File: src/rtl/phase_unwrap.sv
// Phase unwrapper: rebuilds a continuous phase sequence per frame from wrapped
// [-pi, pi) samples. Three-stage pipeline (diff, offset update, add/saturate),
// one sample per cycle, framed by frame_start/frame_len.
`timescale 1ns / 1ps

module phase_unwrap #(
    parameter int unsigned IN_W  = 48,
    parameter int unsigned OUT_W = 56,
    parameter int unsigned LEN_W = 9
) (
    input  logic             clk,
    input  logic             rst,
    input  logic [LEN_W-1:0] frame_len,
    input  logic             frame_start,
    input  logic [IN_W-1:0]  angle_in,
    input  logic             angle_in_valid,
    output logic [OUT_W-1:0] unwrap_out,
    output logic             unwrap_out_valid,
    output logic             unwrap_out_last,
    output logic             overflow,
    output logic             busy
);

    // pi and 2*pi with 45 fraction bits, zero-extended so they stay positive
    localparam logic signed [IN_W:0]  Pi    = (IN_W+1)'(48'h6487ED5110B4);
    localparam logic signed [OUT_W:0] TwoPi = (OUT_W+1)'(48'hC90FDAA22168);

    typedef enum logic [0:0] {StIdle, StRun} state_e;

    state_e                  state;
    logic [LEN_W-1:0]        count;
    logic                    first_pend;

    logic                    start_acc;
    logic                    accept;
    logic [LEN_W-1:0]        cnt_eff;
    logic                    is_last;
    logic                    is_first;
    logic signed [IN_W:0]    diff;

    logic [IN_W-1:0]         prev_x;
    logic                    s1_valid;
    logic [IN_W-1:0]         s1_x;
    logic signed [IN_W:0]    s1_d;
    logic                    s1_first;
    logic                    s1_last;

    logic signed [OUT_W:0]   offset;
    logic signed [OUT_W:0]   offset_step;
    logic signed [OUT_W:0]   next_offset;
    logic                    s2_valid;
    logic [IN_W-1:0]         s2_x;
    logic                    s2_last;

    logic signed [OUT_W:0]   x_ext;
    logic signed [OUT_W:0]   sum;
    logic                    sat_hi;
    logic                    sat_lo;
    logic [OUT_W-1:0]        sat_val;

    // Frame control decode; a zero-length frame_start is ignored in any state.
    // A sample coincident with an accepted frame_start belongs to the new frame.
    always_comb begin
        start_acc = frame_start && (frame_len != '0);
        accept    = angle_in_valid && ((state == StRun) || start_acc);
        cnt_eff   = start_acc ? frame_len : count;
        is_last   = (cnt_eff == LEN_W'(1));
        is_first  = start_acc || first_pend;
        diff      = $signed({angle_in[IN_W-1], angle_in}) - $signed({prev_x[IN_W-1], prev_x});
    end

    // IDLE/RUN frame FSM with sample counter, first-sample flag and busy
    always_ff @(posedge clk) begin
        if (rst) begin
            state      <= StIdle;
            count      <= '0;
            first_pend <= 1'b0;
            busy       <= 1'b0;
        end else if (accept) begin
            count      <= cnt_eff - LEN_W'(1);
            first_pend <= 1'b0;
            if (is_last) begin
                state <= StIdle;
                busy  <= 1'b0;
            end else begin
                state <= StRun;
                busy  <= 1'b1;
            end
        end else if (start_acc) begin
            count      <= frame_len;
            first_pend <= 1'b1;
            state      <= StRun;
            busy       <= 1'b1;
        end
    end

    // S1: register sample, tags and the difference to the previous sample
    always_ff @(posedge clk) begin
        if (rst) begin
            s1_valid <= 1'b0;
            s1_x     <= '0;
            s1_d     <= '0;
            s1_first <= 1'b0;
            s1_last  <= 1'b0;
            prev_x   <= '0;
        end else begin
            s1_valid <= accept;
            if (accept) begin
                s1_x     <= angle_in;
                s1_d     <= diff;
                s1_first <= is_first;
                s1_last  <= is_last;
                prev_x   <= angle_in;
            end
        end
    end

    // S2 next offset: a jump of exactly +/-pi is left uncorrected
    always_comb begin
        offset_step = offset;
        if (s1_d > Pi) begin
            offset_step = offset - TwoPi;
        end else if (s1_d < -Pi) begin
            offset_step = offset + TwoPi;
        end
        next_offset = s1_first ? '0 : offset_step;
    end

    // S2: update the running offset in sample order, so older frames finish cleanly
    always_ff @(posedge clk) begin
        if (rst) begin
            s2_valid <= 1'b0;
            s2_x     <= '0;
            s2_last  <= 1'b0;
            offset   <= '0;
        end else begin
            s2_valid <= s1_valid;
            if (s1_valid) begin
                s2_x    <= s1_x;
                s2_last <= s1_last;
                offset  <= next_offset;
            end
        end
    end

    // S3 add at OUT_W+1 bits and clamp to the OUT_W signed range
    always_comb begin
        x_ext  = $signed({{(OUT_W+1-IN_W){s2_x[IN_W-1]}}, s2_x});
        sum    = x_ext + offset;
        sat_hi = !sum[OUT_W] && sum[OUT_W-1];
        sat_lo = sum[OUT_W] && !sum[OUT_W-1];
        if (sat_hi) begin
            sat_val = {1'b0, {(OUT_W-1){1'b1}}};
        end else if (sat_lo) begin
            sat_val = {1'b1, {(OUT_W-1){1'b0}}};
        end else begin
            sat_val = sum[OUT_W-1:0];
        end
    end

    // S3: registered outputs and sticky per-frame overflow
    always_ff @(posedge clk) begin
        if (rst) begin
            unwrap_out       <= '0;
            unwrap_out_valid <= 1'b0;
            unwrap_out_last  <= 1'b0;
            overflow         <= 1'b0;
        end else begin
            unwrap_out_valid <= s2_valid;
            unwrap_out_last  <= s2_valid && s2_last;
            if (s2_valid) begin
                unwrap_out <= sat_val;
            end
            overflow <= (start_acc ? 1'b0 : overflow) | (s2_valid && (sat_hi || sat_lo));
        end
    end

endmodule

File: config.mk
export PLATFORM = sky130hd
export DESIGN_NAME = phase_unwrap
export DESIGN_NICKNAME = d
export VERILOG_FILES = /design/src/rtl/phase_unwrap.sv
export SDC_FILE = /design/constraint.sdc
export NUM_CORES = 1
export LEC_CHECK = 0
export CAP_MARGIN = 10
export CORE_ASPECT_RATIO = 1.4
export CORE_MARGIN = 2
export CORE_UTILIZATION = 50
export CTS_CLUSTER_SIZE = 20
export DETAILED_ROUTE_END_ITERATION = 10
export PLACE_DENSITY = 0.75
export SETUP_SLACK_MARGIN = 0.4
export SYNTH_ARGS = -nofsm -noshare
export SYNTH_HDL_FRONTEND = slang
export SYNTH_SLANG_ARGS = --single-unit
File: constraint.sdc
create_clock -name clk -period 5.1 [get_ports clk]
set_clock_uncertainty 0.2 [all_clocks]
set_input_delay 0.51 -clock clk [delete_from_list [all_inputs] [get_ports clk]]
set_output_delay 0.51 -clock clk [all_outputs]
set_load 0.02 [all_outputs]
==> impl_metrics.py <==
metrics = {
    "power": {
        "seq_power_share_pct": 38.6,
        "comb_power_share_pct": 23.2,
        "irDropWorstVdd_mv": 0.234,
        "total_switching_power_w": 0.00186,
        "power.clock.fraction_pct": 38.2,
        "leakage_nw": 9.19,
        "switching_share_pct": 30.4,
        "p_per_area_nw_per_um2": 283,
        "p_int_w": 0.00427,
    },
    "routing": {
        "firstDrtPassIters": 5,
        "dr_total_vias": 17812,
        "drt-wirelength-per-cell_um": 18.9,
        "wl_um": 55500,
        "route.detailed.drc": 0,
        "drt_first_iter_violations": 1265,
        "detail_route_antenna_nets": 0,
        "vias_per_cell": 6.06,
    },
    "finish": {
        "finalNonFillerCells": 2937,
        "drive_gt1_share_pct": 7.89,
        "commonest_non_fill_non_tap_cell_in_the_layout": "a21oi_1",
        "commonest_non_fill_non_tap_cells_in_the_layout": "a21oi_1 (287), nand2_1 (284), dfxtp_1 (271)",
        "syn_to_final_growth_pct": 17.8,
        "finalNetCount": 2670,
        "final_core_util_pct": 59.4,
        "antennaDiodeCount": 0,
    },
    "worst_setup_path": {
        "arrival_time_of_the_worst_setup_path_ns": 4.84,
        "worstSetupPathType": "register to register",
        "crit_path_start_kind": "register",
        "critical_path.cell_chain": "nor4_4 -> nand4_1 -> nor4_4 -> and3_4 -> a211oi_2 -> a21oi_4 -> clkinvlp_4 -> buf_12 -> fa_2 -> nor2b_2 -> o211ai_1 -> a31o_2 -> a2111oi_4 -> or2_4 -> o211ai_1 -> nand2b_1 -> a211oi_2 -> xnor2_1 -> a22o_1",
        "rr_worst_depth": 19,
        "critical-path-slowest-cell": "a2111oi_4",
        "cp.required_ns": 5.35,
        "path_max_fanout": 13,
        "setup.worst_path.end_class": "register",
        "critical_path.max_stage_delay_ns": 0.45,
        "worst-r2r-setup-slack_ns": 0.51,
    },
    "clock_network": {
        "htreeDepth": 1,
        "clock_latency_ns": 0.57,
        "tritoncts.num_buffers": 29,
        "numClockSinks": 274,
        "tritoncts_clock_tree": "yes",
        "cts.path.max_buffers": 3,
        "cts.hold.buffers_added": 0,
        "ctsRootBufferMaster": "clkbuf_16",
        "clkSlewWorstSetupHoldPaths_ns": 0.07,
    },
    "global_routing": {
        "global_route.usage.total_pct": 27.4,
        "largest_net_degree_at_the_start_of_global_routing": 105,
        "grt_antenna_before_repair": 0,
        "grt_first_pass_wirelength_um": 87000,
        "grt_pass1_vias": 17245,
        "globalRoute.totalOverflow": 0,
    },
    "synthesis": {
        "ys_ff_latch": 274,
        "synth_nets": 2574,
        "synth_area_um2": 18400,
        "synthDistinctLibCells": 80,
        "synth_area_leaders": "dfxtp_1 (30%), ha_1 (11%), a21oi_1 (7.9%)",
        "synth_flop_cell": "dfxtp_1",
        "number_of_enable_flip_flop_cells_after_synthesis": 0,
        "ys_warn_count": 0,
        "post_synth.cell_area_avg_um2": 7.81,
        "number_of_instances_in_the_synthesized_netlist": 2354,
        "yosysTopAreaCell": "dfxtp_1",
        "asyncSetResetFlopFracSynth_pct": 0,
        "synth_top_area_share_pct": 29.8,
        "synth_seq_area_share_pct": 29.8,
    },
    "die": {
        "die-height_um": 231,
        "die-area_um2": 38400,
        "core_um2": 36500,
        "std_cell_rows": 83,
        "die_w_um": 166,
        "floorplan.initialDensity_pct": 50.5,
        "design.portCount": 121,
    },
    "min_path": {
        "min_path_type": "input port to register",
        "holdPathStages": 2,
    },
    "placement": {
        "gpl.final_weighted_congestion": 0.953,
        "detailedPlacementHpwl_um": 40700,
        "buffer_ports.inserted": 120,
        "placed_cells_incl_taps": 2873,
    },
    "sta": {
        "max_freq_mhz": 218,
        "fin_hold_ws_ns": 0.124,
        "slew_headroom_pct": 27.2,
        "layout_worst_path_cycle_share_pct": 90.0,
        "worst-slew-pin-transition_ns": 1.09,
        "final_count_of_negative_setup_slack_endpoints": 0,
        "min_period_ns": 4.59,
        "finalMaxSlewViolations": 0,
        "final-hold-violation-count": 0,
        "unrepaired_setup_endpoints_after_global_routing": "yes",
    },
    "status": {
        "outcome": "finished, final reports clean",
    },
    "job": {
        "maxCapViolations": 0,
    },
}
==> synthesized netlist by cell type, drive strengths merged (63+ instances only) <==
| master | n |
|---|---|
| o21ai | 116 |
| clkbuf | 101 |
| nand2 | 286 |
| xnor2 | 90 |
| a21oi | 294 |
| mux2i | 63 |
| ha | 157 |
| nor2 | 208 |
| nor3 | 80 |
| a21o | 108 |
| inv | 81 |
| dfxtp | 274 |
==> routing by layer <==
layer | vias up | part of all wire, % | GRT usage [%]
met5 | - | 0 | 0
met4 | 0 | 3.7 | 10.7
met3 | 116 | 5.0 | 2.71
met2 | 527 | 49 | 49.2
met1 | 8517 | 42 | 33.5
li1 | 8652 | - | -
==> worst paths after layout <==
kind | start | endpoint
setup / recovery | s1_d[44] | offset[41]
hold / removal | rst | offset[34]
setup reg to reg | s1_d[44] | offset[41]
hold reg to reg | s1_d[11] | s1_d[11]
==> power groups by stage <==
stage | sequential [W] | clock [W] | combinational [W]
after floorplan | 0.00239 | 0 | 0.000949
after global placement | 0.00240 | 0 | 0.00133
after detailed placement | 0.00240 | 0 | 0.00135
after CTS | 0.00236 | 0.00236 | 0.00137
after global routing | 0.00237 | 0.00245 | 0.00156
final | 0.00236 | 0.00234 | 0.00142
==> worst max-delay path: cells and delay by family (launching register included) <==
family                     cells  cell delay [ns]
AOI/OAI and AO/OA              8             1.57
xor gates and xnor gates       1             0.13
and+or+nand+nor                7             1.55
adders and majority gates      1             0.37
buffers and inverters          2             0.29
DFF                            1             0.34
==> cells by family after synthesis <==
family                     Yosys count  synth area share [%]
DFF                                274                  29.8
adders and majority gates          159                  10.9
xor gates and xnor gates           139                  6.62
buffers and inverters              200                  4.18
muxes                               63                  3.43
AOI/OAI and AO/OA                  744                  25.8
and+or+nand+nor                    775                  19.3
==> cell type report <==
cell class / instances / area, µm²
fillers: 3262 / 14800
inverters: 82 / 312
clock inverters: 11 / 186
clock buffers: 40 / 857
repair buffers: 183 / 1780
multi-input cells: 1880 / 12500
well taps: 467 / 584
flip-flops and latches: 274 / 5490
==> what timing repair did <==
action / CTS / global route
setup endpoints to repair: 25 / 54
setup buffers: 1 / 10
pin swaps: 5 / 21
gates resized for setup: 4 / 47
cloned: 0 / 2
==> sequential cells by signal, indices dropped and copies added (netlist names), 9 cells and up <==
signal,count
s1_x,48
s2_x,48
unwrap_out,56
offset,54
count,9
s1_d,49
==> stage by stage <==
step | setup slack [ns] | total power, W | TNS, ns | instance area [µm²]
global placement | 0.241 | 0.00373 | 0 | 20300
CTS | 0.406 | 0.00608 | 0 | 21400
detailed placement | 0.145 | 0.00375 | 0 | 20300
floorplan | -0.0164 | 0.00334 | -0.0534 | 18500
global route | 0.313 | 0.00638 | 0 | 21700
finish | 0.512 | 0.00612 | 0 | 21700
Power figures use the tool's default switching activity.
